### src/rtl/mul_div_seq.sv
// EBOX multiply/divide step sequencer: radix-4 Booth multiply and non-restoring
// divide, driving EDP AD/ADB/AR/MQ/MQM controls each eboxClk from state plus feedback.
module mul_div_seq #(
  parameter int MUL_STEPS = 18,
  parameter int DIV_STEPS = 36,
  parameter int CNT_W     = 6
) (
  input  logic       eboxClk,
  input  logic       eboxReset,
  input  logic       start,
  input  logic       opDiv,
  input  logic [1:0] EDP_MQ34_35,
  input  logic       EDP_ADcarryM2,
  output logic [6:0] adFunc,
  output logic [1:0] adbSel,
  output logic [2:0] arlSel,
  output logic [2:0] arrSel,
  output logic       arLoad,
  output logic [1:0] mqSel,
  output logic [1:0] mqmSel,
  output logic       mqmEn,
  output logic       busy,
  output logic       done,
  output logic       divOvf
);

  localparam logic [2:0] IDLE     = 3'd0;
  localparam logic [2:0] MUL_STEP = 3'd1;
  localparam logic [2:0] DIV_CHK  = 3'd2;
  localparam logic [2:0] DIV_STEP = 3'd3;
  localparam logic [2:0] DIV_FIX  = 3'd4;
  localparam logic [2:0] DONE     = 3'd5;

  localparam logic [6:0] AD_A     = 7'o37;
  localparam logic [6:0] AD_APLUS = 7'o06;
  localparam logic [6:0] AD_AMIN  = 7'o51;
  localparam logic [1:0] ADB_BR   = 2'b10;
  localparam logic [1:0] ADB_BR2  = 2'b01;

  // A zero step count would underflow the counter, so it runs as a single step.
  localparam logic [CNT_W-1:0] MUL_CNT = CNT_W'((MUL_STEPS == 0) ? 1 : MUL_STEPS);
  localparam logic [CNT_W-1:0] DIV_CNT = CNT_W'((DIV_STEPS == 0) ? 1 : DIV_STEPS);

  logic [2:0]       state;
  logic [CNT_W-1:0] counter;
  logic             boothCry;
  logic             qPrev;
  logic             lastStep;
  logic [2:0]       boothCode;

  assign lastStep  = (counter <= CNT_W'(1));
  assign boothCode = {EDP_MQ34_35[1], EDP_MQ34_35[0], boothCry};

  always_ff @(posedge eboxClk) begin
    if (eboxReset) begin
      state    <= IDLE;
      counter  <= '0;
      boothCry <= 1'b0;
      qPrev    <= 1'b0;
      divOvf   <= 1'b0;
    end else begin
      case (state)
        IDLE: begin
          if (start) begin
            boothCry <= 1'b0;
            qPrev    <= 1'b0;
            divOvf   <= 1'b0;
            counter  <= opDiv ? DIV_CNT : MUL_CNT;
            state    <= opDiv ? DIV_CHK : MUL_STEP;
          end
        end
        MUL_STEP: begin
          boothCry <= EDP_MQ34_35[1];
          if (counter != '0) counter <= counter - CNT_W'(1);
          if (lastStep) state <= DONE;
        end
        DIV_CHK: begin
          if (EDP_ADcarryM2) begin
            divOvf <= 1'b1;
            state  <= DONE;
          end else begin
            qPrev <= 1'b0;
            state <= DIV_STEP;
          end
        end
        DIV_STEP: begin
          qPrev <= EDP_ADcarryM2;
          if (counter != '0) counter <= counter - CNT_W'(1);
          // A negative final remainder (last quotient bit 0) needs one add-back cycle.
          if (lastStep) state <= EDP_ADcarryM2 ? DONE : DIV_FIX;
        end
        DIV_FIX: state <= DONE;
        DONE:    state <= IDLE;
        default: state <= IDLE;
      endcase
    end
  end

  always_comb begin
    adFunc = AD_A;
    adbSel = ADB_BR;
    arlSel = 3'b000;
    arrSel = 3'b000;
    arLoad = 1'b0;
    mqSel  = 2'b11;
    mqmSel = 2'b00;
    mqmEn  = 1'b0;
    busy   = 1'b0;
    done   = 1'b0;
    case (state)
      MUL_STEP: begin
        busy = 1'b1;
        case (boothCode)
          3'b001, 3'b010: adFunc = AD_APLUS;
          3'b011: begin
            adFunc = AD_APLUS;
            adbSel = ADB_BR2;
          end
          3'b100: begin
            adFunc = AD_AMIN;
            adbSel = ADB_BR2;
          end
          3'b101, 3'b110: adFunc = AD_AMIN;
          default: adFunc = AD_A;
        endcase
        arLoad = 1'b1;
        arlSel = 3'b111;
        arrSel = 3'b111;
        mqSel  = 2'b00;
        mqmSel = 2'b00;
        mqmEn  = 1'b1;
      end
      DIV_CHK: begin
        busy   = 1'b1;
        adFunc = AD_AMIN;
      end
      DIV_STEP: begin
        busy   = 1'b1;
        adFunc = qPrev ? AD_AMIN : AD_APLUS;
        arLoad = 1'b1;
        arlSel = 3'b101;
        arrSel = 3'b101;
        mqSel  = 2'b01;
        mqmSel = 2'b01;
        mqmEn  = 1'b1;
      end
      DIV_FIX: begin
        busy   = 1'b1;
        adFunc = AD_APLUS;
        arLoad = 1'b1;
        arlSel = 3'b010;
        arrSel = 3'b010;
      end
      DONE: done = 1'b1;
      default: ;
    endcase
  end

endmodule

### config.mk
export PLATFORM = sky130hd
export DESIGN_NAME = mul_div_seq
export DESIGN_NICKNAME = d
export VERILOG_FILES = /design/src/rtl/mul_div_seq.sv
export SDC_FILE = /design/constraint.sdc
export NUM_CORES = 1
export LEC_CHECK = 0
export BUFFER_PORTS_ARGS = -buffer_cell sky130_fd_sc_hd__buf_2
export CAP_MARGIN = 20
export CELL_PAD_IN_SITES_DETAIL_PLACEMENT = 1
export CELL_PAD_IN_SITES_GLOBAL_PLACEMENT = 2
export CORE_MARGIN = 2
export CORE_UTILIZATION = 28
export CTS_BUF_LIST = sky130_fd_sc_hd__clkbuf_4 sky130_fd_sc_hd__clkbuf_8 sky130_fd_sc_hd__clkbuf_16
export DETAILED_ROUTE_END_ITERATION = 7
export PLACE_DENSITY = 0.9
export SLEW_MARGIN = 20
export SYNTH_ARGS = -nofsm -noshare
export SYNTH_HDL_FRONTEND = slang
export SYNTH_SLANG_ARGS = --single-unit
### constraint.sdc
create_clock -name eboxClk -period 4.6 [get_ports eboxClk]
set_input_delay 0.92 -clock eboxClk [delete_from_list [all_inputs] [get_ports eboxClk]]
set_output_delay 0.92 -clock eboxClk [all_outputs]
set_load 0.1 [all_outputs]
==> reports/summary.txt, run 1 <==
Final Hold Viols -> 0
Critical Path, Cell by Cell -> buf_2 > nand2_1 > a31oi_1 > or3_1 > inv_1 > buf_2
CTS Sinks -> 12
IO buf count -> 28
critical path capture point type -> output port
outcome -> finished, final reports clean
crit path DAT -> 2.09 ns
CP startpoint -> EDP_MQ34_35[0]
Clock Tree Buf Depth -> 2
final period utilization -> 0.654
fin. max-slew vios -> 0
critical path peak fanout -> 6
crit-path most repeated cell -> buf_2
initial DRC count -> 29
number of global-route vias before repair -> 909
Seq/Total Area, Yosys -> 0.259
CTS Buf Count -> 3
Final HPWL DP -> 1940 microns
CP required -> 3.68 ns
H-tree depth -> 1
Initial Util -> 0.299
Fmax -> 333 MHz
die height -> 61.5 microns
top post-synthesis cells by area -> dfxtp_1, a21oi_1, buf_4, o21ai_0, nor2_1
Total GRT Usage -> 0.145
routed vias/inst -> 5.03
FF-to-FF Start -> state[0]$_SDFFE_PP0P_
CP Buf/Inv Count -> 3
Ant. Diodes -> 0
CP top delay family -> buffers and inverters
Syn-to-layout area delta -> 15.8%
DR pass1 iterations -> 4
share of cells above drive strength 1 -> 0.248
yosys warns -> 0
IO Count -> 31
Clock Skew -> 0.000863 ns
synth cell count leaders -> a21oi_1, dfxtp_1, nor2_1
TritonCTS clock tree -> yes
area leader, netlist -> dfxtp_1
Resized cells post-CTS -> 0
Root Driver -> clkbuf_4
DR WL/cell -> 13.4 microns
post-route minimum period -> 3.01 ns
critical path class -> in2out
count of state elements after synthesis -> 12
CP peak stage delay -> 0.42 ns
RSZ-0062 raised after global routing -> no
DIE WIDTH -> 61.5 microns
Mapped Area -> 927 sq um
Core ar. -> 3100 sq um
syn_area_per_cell -> 7.30 sq um
Hold Startpoint -> counter[5]$_SDFFE_PP0P_
Slowest cell on crit path -> buf_2
Total Neg Setup Slack -> 0 ns
first-pass GRT wire length -> 4170 microns
initial antenna violation count -> 0
Worst Tran Pin Value -> 0.617 ns
CTS hold repair buffers -> 0
library cells used by synthesis -> 40
remaining antenna violation count -> 0
number of flops mapped to enable cells by yosys -> 0
Layout Nets -> 155
Clock Latency Late Sink -> 0.27 ns
ys async rst share -> 0
remaining global-route overflow -> 0
fill count -> 424
number of max-cap violations -> 0
crit start category -> input port
std cell rows -> 20
DRC Markers -> 0
Yosys top cell area share -> 0.259
synthesized instance count -> 127
Max-slew headroom -> 0.585
Synth Flop Type -> dfxtp_1
WL final -> 2540 microns
Final setup viols -> 0
Post-CTS Setup Inserts -> 0
gpl congestion -> 0.794
Die Area -> 3790 sq um
hold crit path type -> reg2reg
via count of the routed design -> 950
largest net degree at the start of global routing -> 19
clk slew on worst S/H paths -> 0.09 ns
worst min-delay path: cells and delay by family (launching register included):
| family | cells | cell delay, ns |
|---|---|---|
| DFF | 1 | 0.32 |
| AOI/OAI and AO/OA | 2 | 0.16 |
sequential cells by signal, summed over array words and instances (netlist names):
register / count
divOvf: 1
state: 3
boothCry: 1
counter: 6
qPrev: 1
logic make-up (layout without fill, tap and decap cells):
logic type / Yosys count / after routing / synth area share
adders and majority gates: 2 / 2 / 0.0270
other: 1 / 2 / 0.00404
buffers and inverters: 24 / 41 / 0.148
DFF: 12 / 12 / 0.259
AOI/OAI and AO/OA: 38 / 38 / 0.255
xor gates and xnor gates: 2 / 2 / 0.0189
and+or+nand+nor: 45 / 45 / 0.255
muxes: 3 / 3 / 0.0324
area by class of cell:
class | count | area [sq um] | share of cell area
multi-input cells | 92 | 564 | 0.526
flip-flops and latches | 12 | 240 | 0.224
repair buffers | 29 | 148 | 0.138
well taps | 44 | 55.1 | 0.0513
clock buffers | 4 | 36.3 | 0.0338
inverters | 8 | 30.0 | 0.0280
final timing paths:
| kind | to | slack (ns) | depth (start not counted) |
|---|---|---|---|
| max | adFunc[5] | 1.59 | 6 |
| min | counter[5]$_SDFFE_PP0P_ | 0.51 | 2 |
| min reg2reg | counter[5]$_SDFFE_PP0P_ | 0.51 | 2 |
| max reg2reg | counter[3]$_SDFFE_PP0P_ | 2.58 | 4 |
metal layers:
layer,wire length (microns),global-route usage
met5,0,0
met1,1120,0.182
met2,1300,0.266
met4,0,0.0274
met3,117,0.0189
cell usage in the layout (no fill, tap or decap), types with 2 or more instances in the layout:
cell type / synthesis / final
buf_2: 2 / 28
nor2_1: 12 / 12
dfxtp_1: 12 / 12
a21oi_1: 12 / 11
o21ai_0: 9 / 9
inv_1: 8 / 8
nand2_1: 8 / 8
nor3_1: 4 / 4
nor2b_1: 3 / 3
mux2i_1: 3 / 3
or3_1: 3 / 3
nand3_1: 3 / 3
a21o_1: 3 / 3
clkbuf_4: 0 / 3
and2_1: 2 / 2
nand2b_1: 2 / 2
o21bai_1: 2 / 2
and3_1: 2 / 2
a31oi_1: 2 / 2
nand3b_1: 2 / 2
ha_1: 2 / 2
conb_1: 1 / 2
metrics by stage:
stage | hold WS (ns) | setup slack [ns] | std cells | cell area [sq um] | util
after floorplan | 0.453 | 0.00419 | 128 | 942 | -
after global placement | 0.466 | 1.64 | 185 | 1040 | 0.334
after detailed placement | 0.508 | 1.58 | 185 | 1040 | 0.334
after CTS | 0.524 | 1.58 | 189 | 1070 | 0.346
after global routing | 0.552 | 1.51 | 189 | 1070 | 0.346
final | 0.515 | 1.59 | 189 | 1070 | 0.346
Power of run 1 is left out: the tool's default activity adds up to more than one toggle a clock period on the data nets, which glitch-free logic cannot reach.
==> run 2, diff against run 1 <==
- ABC_AREA: not set -> 1
- CORE_UTILIZATION: 28 -> 26
- PLACE_DENSITY: 0.9 -> 0.86
- clock period: 4.6 -> 3.05 ns (I/O delays scaled with it)
==> reports/summary.txt, run 2 <==
outcome -> finished, final reports clean (unchanged)
Initial Util -> 0.278 (was 0.299)
DR pass1 iterations -> 4 (unchanged)
number of flops mapped to enable cells by yosys -> 0 (unchanged)
placed cell count -> 206 (was 185)
cells on worst reg2reg path -> 7 (was 4)
placed cell areas -> 1110 sq um (was 1040 sq um)
crit path DAT -> 1.86 ns (was 2.09 ns)
Ant. Diodes -> 0 (unchanged)
number of flip-flops in the largest register -> 6 (unchanged)
commonest non-fill, non-tap cell in the layout -> buf_2 (unchanged)
Syn-to-layout area delta -> 20.4% (was 15.8%)
IO Count -> 31 (unchanged)
Root Driver -> clkbuf_4 (unchanged)
WHS Path Cells -> 2 (unchanged)
initial antenna violation count -> 0 (unchanged)
DR WL/cell -> 12.7 microns (was 13.4 microns)
Levels on crit path -> 5 (was 6)
Clock Skew -> 0.00368 ns (was 0.000863 ns)
area leader, netlist -> dfxtp_1 (unchanged)
WL final -> 2680 microns (was 2540 microns)
CTS Buf Count -> 3 (unchanged)
clk slew on worst S/H paths -> 0.09 ns (about the same)
number of global-route vias before repair -> 984 (was 909)
via count of the routed design -> 955 (was 950)
Largest Register -> counter (unchanged)
CTS hold repair buffers -> 0 (unchanged)
worst reg-to-reg setup slack -> 1.63 ns (was 2.58 ns)
most frequent cells in the layout -> buf_2, nand2_1, inv_1, nor2_1, a21oi_1 (was buf_2, nor2_1, dfxtp_1, a21oi_1, o21ai_0)
Critical Path, Cell by Cell -> nand3_4 > inv_1 > o21ai_0 > o21ai_1 > buf_2 (was buf_2 > nand2_1 > a31oi_1 > or3_1 > inv_1 > buf_2)
Mapped Area -> 950 sq um (was 927 sq um)
Slowest cell on crit path -> dfxtp_2 (was buf_2)
count of state elements after synthesis -> 12 (unchanged)
synth cell count leaders -> nand2_1, inv_1, nor2_1 (was a21oi_1, dfxtp_1, nor2_1)
IO buf count -> 28 (unchanged)
Layout Nets -> 174 (was 155)
Yosys top cell area share -> 0.253 (was 0.259)
routed vias/inst -> 4.55 (was 5.03)
critical path capture point type -> output port (unchanged)
Seq/Total Area, Yosys -> 0.253 (was 0.259)
Total GRT Usage -> 0.137 (was 0.145)
initial DRC count -> 47 (was 29)
library cells used by synthesis -> 28 (was 40)
biggest regs -> counter x6, state x3 (unchanged)
Clock Latency Late Sink -> 0.29 ns (was 0.27 ns)
first-pass GRT wire length -> 4460 microns (was 4170 microns)
Final Hold Viols -> 0 (unchanged)
TritonCTS clock tree -> yes (unchanged)
CP required -> 2.44 ns (was 3.68 ns)
std cell rows -> 21 (was 20)
hold crit path type -> reg2reg (unchanged)
DIE WIDTH -> 64.4 microns (was 61.5 microns)
ys async rst share -> 0 (unchanged)
number of max-cap violations -> 0 (unchanged)
share of cells above drive strength 1 -> 0.329 (was 0.248)
Core ar. -> 3420 sq um (was 3100 sq um)
top post-synthesis cells by area -> dfxtp_1, nand2_1, inv_1, a21oi_1, buf_4 (was dfxtp_1, a21oi_1, buf_4, o21ai_0, nor2_1)
CP peak stage delay -> 0.48 ns (was 0.42 ns)
final period utilization -> 0.810
critical path class -> reg2out (was in2out)
CTS Sinks -> 12 (unchanged)
fill count -> 480 (was 424)
H-tree depth -> 1 (unchanged)
Post-Layout Inst Area -> 1140 sq um (was 1070 sq um)
largest net degree at the start of global routing -> 11 (was 19)
CP top delay family -> buffers and inverters (unchanged)
gpl congestion -> 0.793 (was 0.794)
crit start category -> flip-flop (was input port)
CP Buf/Inv Count -> 2 (was 3)
count leader, synth -> nand2_1
critical path peak fanout -> 9 (was 6)
Final HPWL DP -> 2240 microns (was 1940 microns)
RSZ-0062 raised after global routing -> no (unchanged)
remaining global-route overflow -> 0 (unchanged)
WHS -> 0.467 ns (was 0.515 ns)
Die Area -> 4150 sq um (was 3790 sq um)
Final setup viols -> 0 (unchanged)
syn_area_per_cell -> 6.74 sq um (was 7.30 sq um)
synthesized instance count -> 141 (was 127)
Post-CTS Setup Inserts -> 0 (unchanged)
fin. max-slew vios -> 0 (unchanged)
Clock Tree Buf Depth -> 2 (unchanged)
DRC Markers -> 0 (unchanged)
die height -> 64.4 microns (was 61.5 microns)
post-route minimum period -> 2.47 ns
Synth Flop Type -> dfxtp_1 (unchanged)
final cell count without fillers -> 210 (was 189)
yosys warns -> 0 (unchanged)
remaining antenna violation count -> 0 (unchanged)
Fmax -> 405 MHz
Resized cells post-CTS -> 0 (unchanged)
run 2: changes by cell type in the layout (fill, tap and decap cells not counted), sizes merged, moves of 3 or more:
| cell | before | now |
|---|---|---|
| nand2 | 8 | 28 |
| nor2b | 3 | 0 |
| nand3 | 3 | 15 |
| nor2 | 12 | 17 |
| or3 | 3 | 0 |
| mux2i | 3 | 0 |
| inv | 8 | 23 |
| a21o | 3 | 0 |
| nand2b | 3 | 0 |
run 2: worst register-to-register path: stages, from the launching register on:
cell and delay [ns]:
dfxtp_1 0.37, inv_1 0.09, ha_1 0.24, nand3_1 0.17, nand2_4 0.10, a21oi_2 0.19
nand2_1 0.09, a21oi_2 0.11
run 2: layout make-up:
class | instances | area, sq um | area share
sequential | 12 | 244 | 0.213
clock buffer | 4 | 36.3 | 0.0317
tap | 46 | 57.6 | 0.0503
multi-input combinational | 97 | 577 | 0.504
inverter | 23 | 88.8 | 0.0777
timing repair buffer | 28 | 140 | 0.123
run 2: path summary, 6_finish.rpt:
path,endpoint,from
max,adFunc[4],state[0]$_SDFFE_PP0P_
max reg2reg,counter[5]$_SDFFE_PP0P_,counter[0]$_SDFFE_PP0P_
min,divOvf$_SDFFE_PP0P_,divOvf$_SDFFE_PP0P_
min reg2reg,divOvf$_SDFFE_PP0P_,divOvf$_SDFFE_PP0P_
run 2: per-layer routing:
metal	GRT usage	vias up	wire length [microns]
li1	-	489	-
met1	0.156	444	1180
met2	0.262	19	1390
met3	0.0365	3	95
met4	0.0160	0	13
met5	0	-	0
run 2: kinds of logic (layout without fill, tap and decap cells):
| group | Yosys count | count (layout) | share of synthesized area |
|---|---|---|---|
| xor+xnor | 1 | 1 | 0.00922 |
| simple gates | 68 | 68 | 0.394 |
| compound gates | 24 | 24 | 0.137 |
| fa+ha+maj | 2 | 2 | 0.0263 |
| flops | 12 | 12 | 0.253 |
| buf+inv | 33 | 55 | 0.177 |
| other cells | 1 | 2 | 0.00395 |
run 2: per-stage QoR:
step                worst slack (ns)  TNS (ns)  utilization
floorplan                     -0.166    -0.316            -
global placement               0.935         0        0.324
detailed placement             0.892         0        0.324
CTS                            0.567         0        0.335
global route                   0.453         0        0.335
finish                         0.580         0        0.335
Power of run 2 is left out for the same reason.
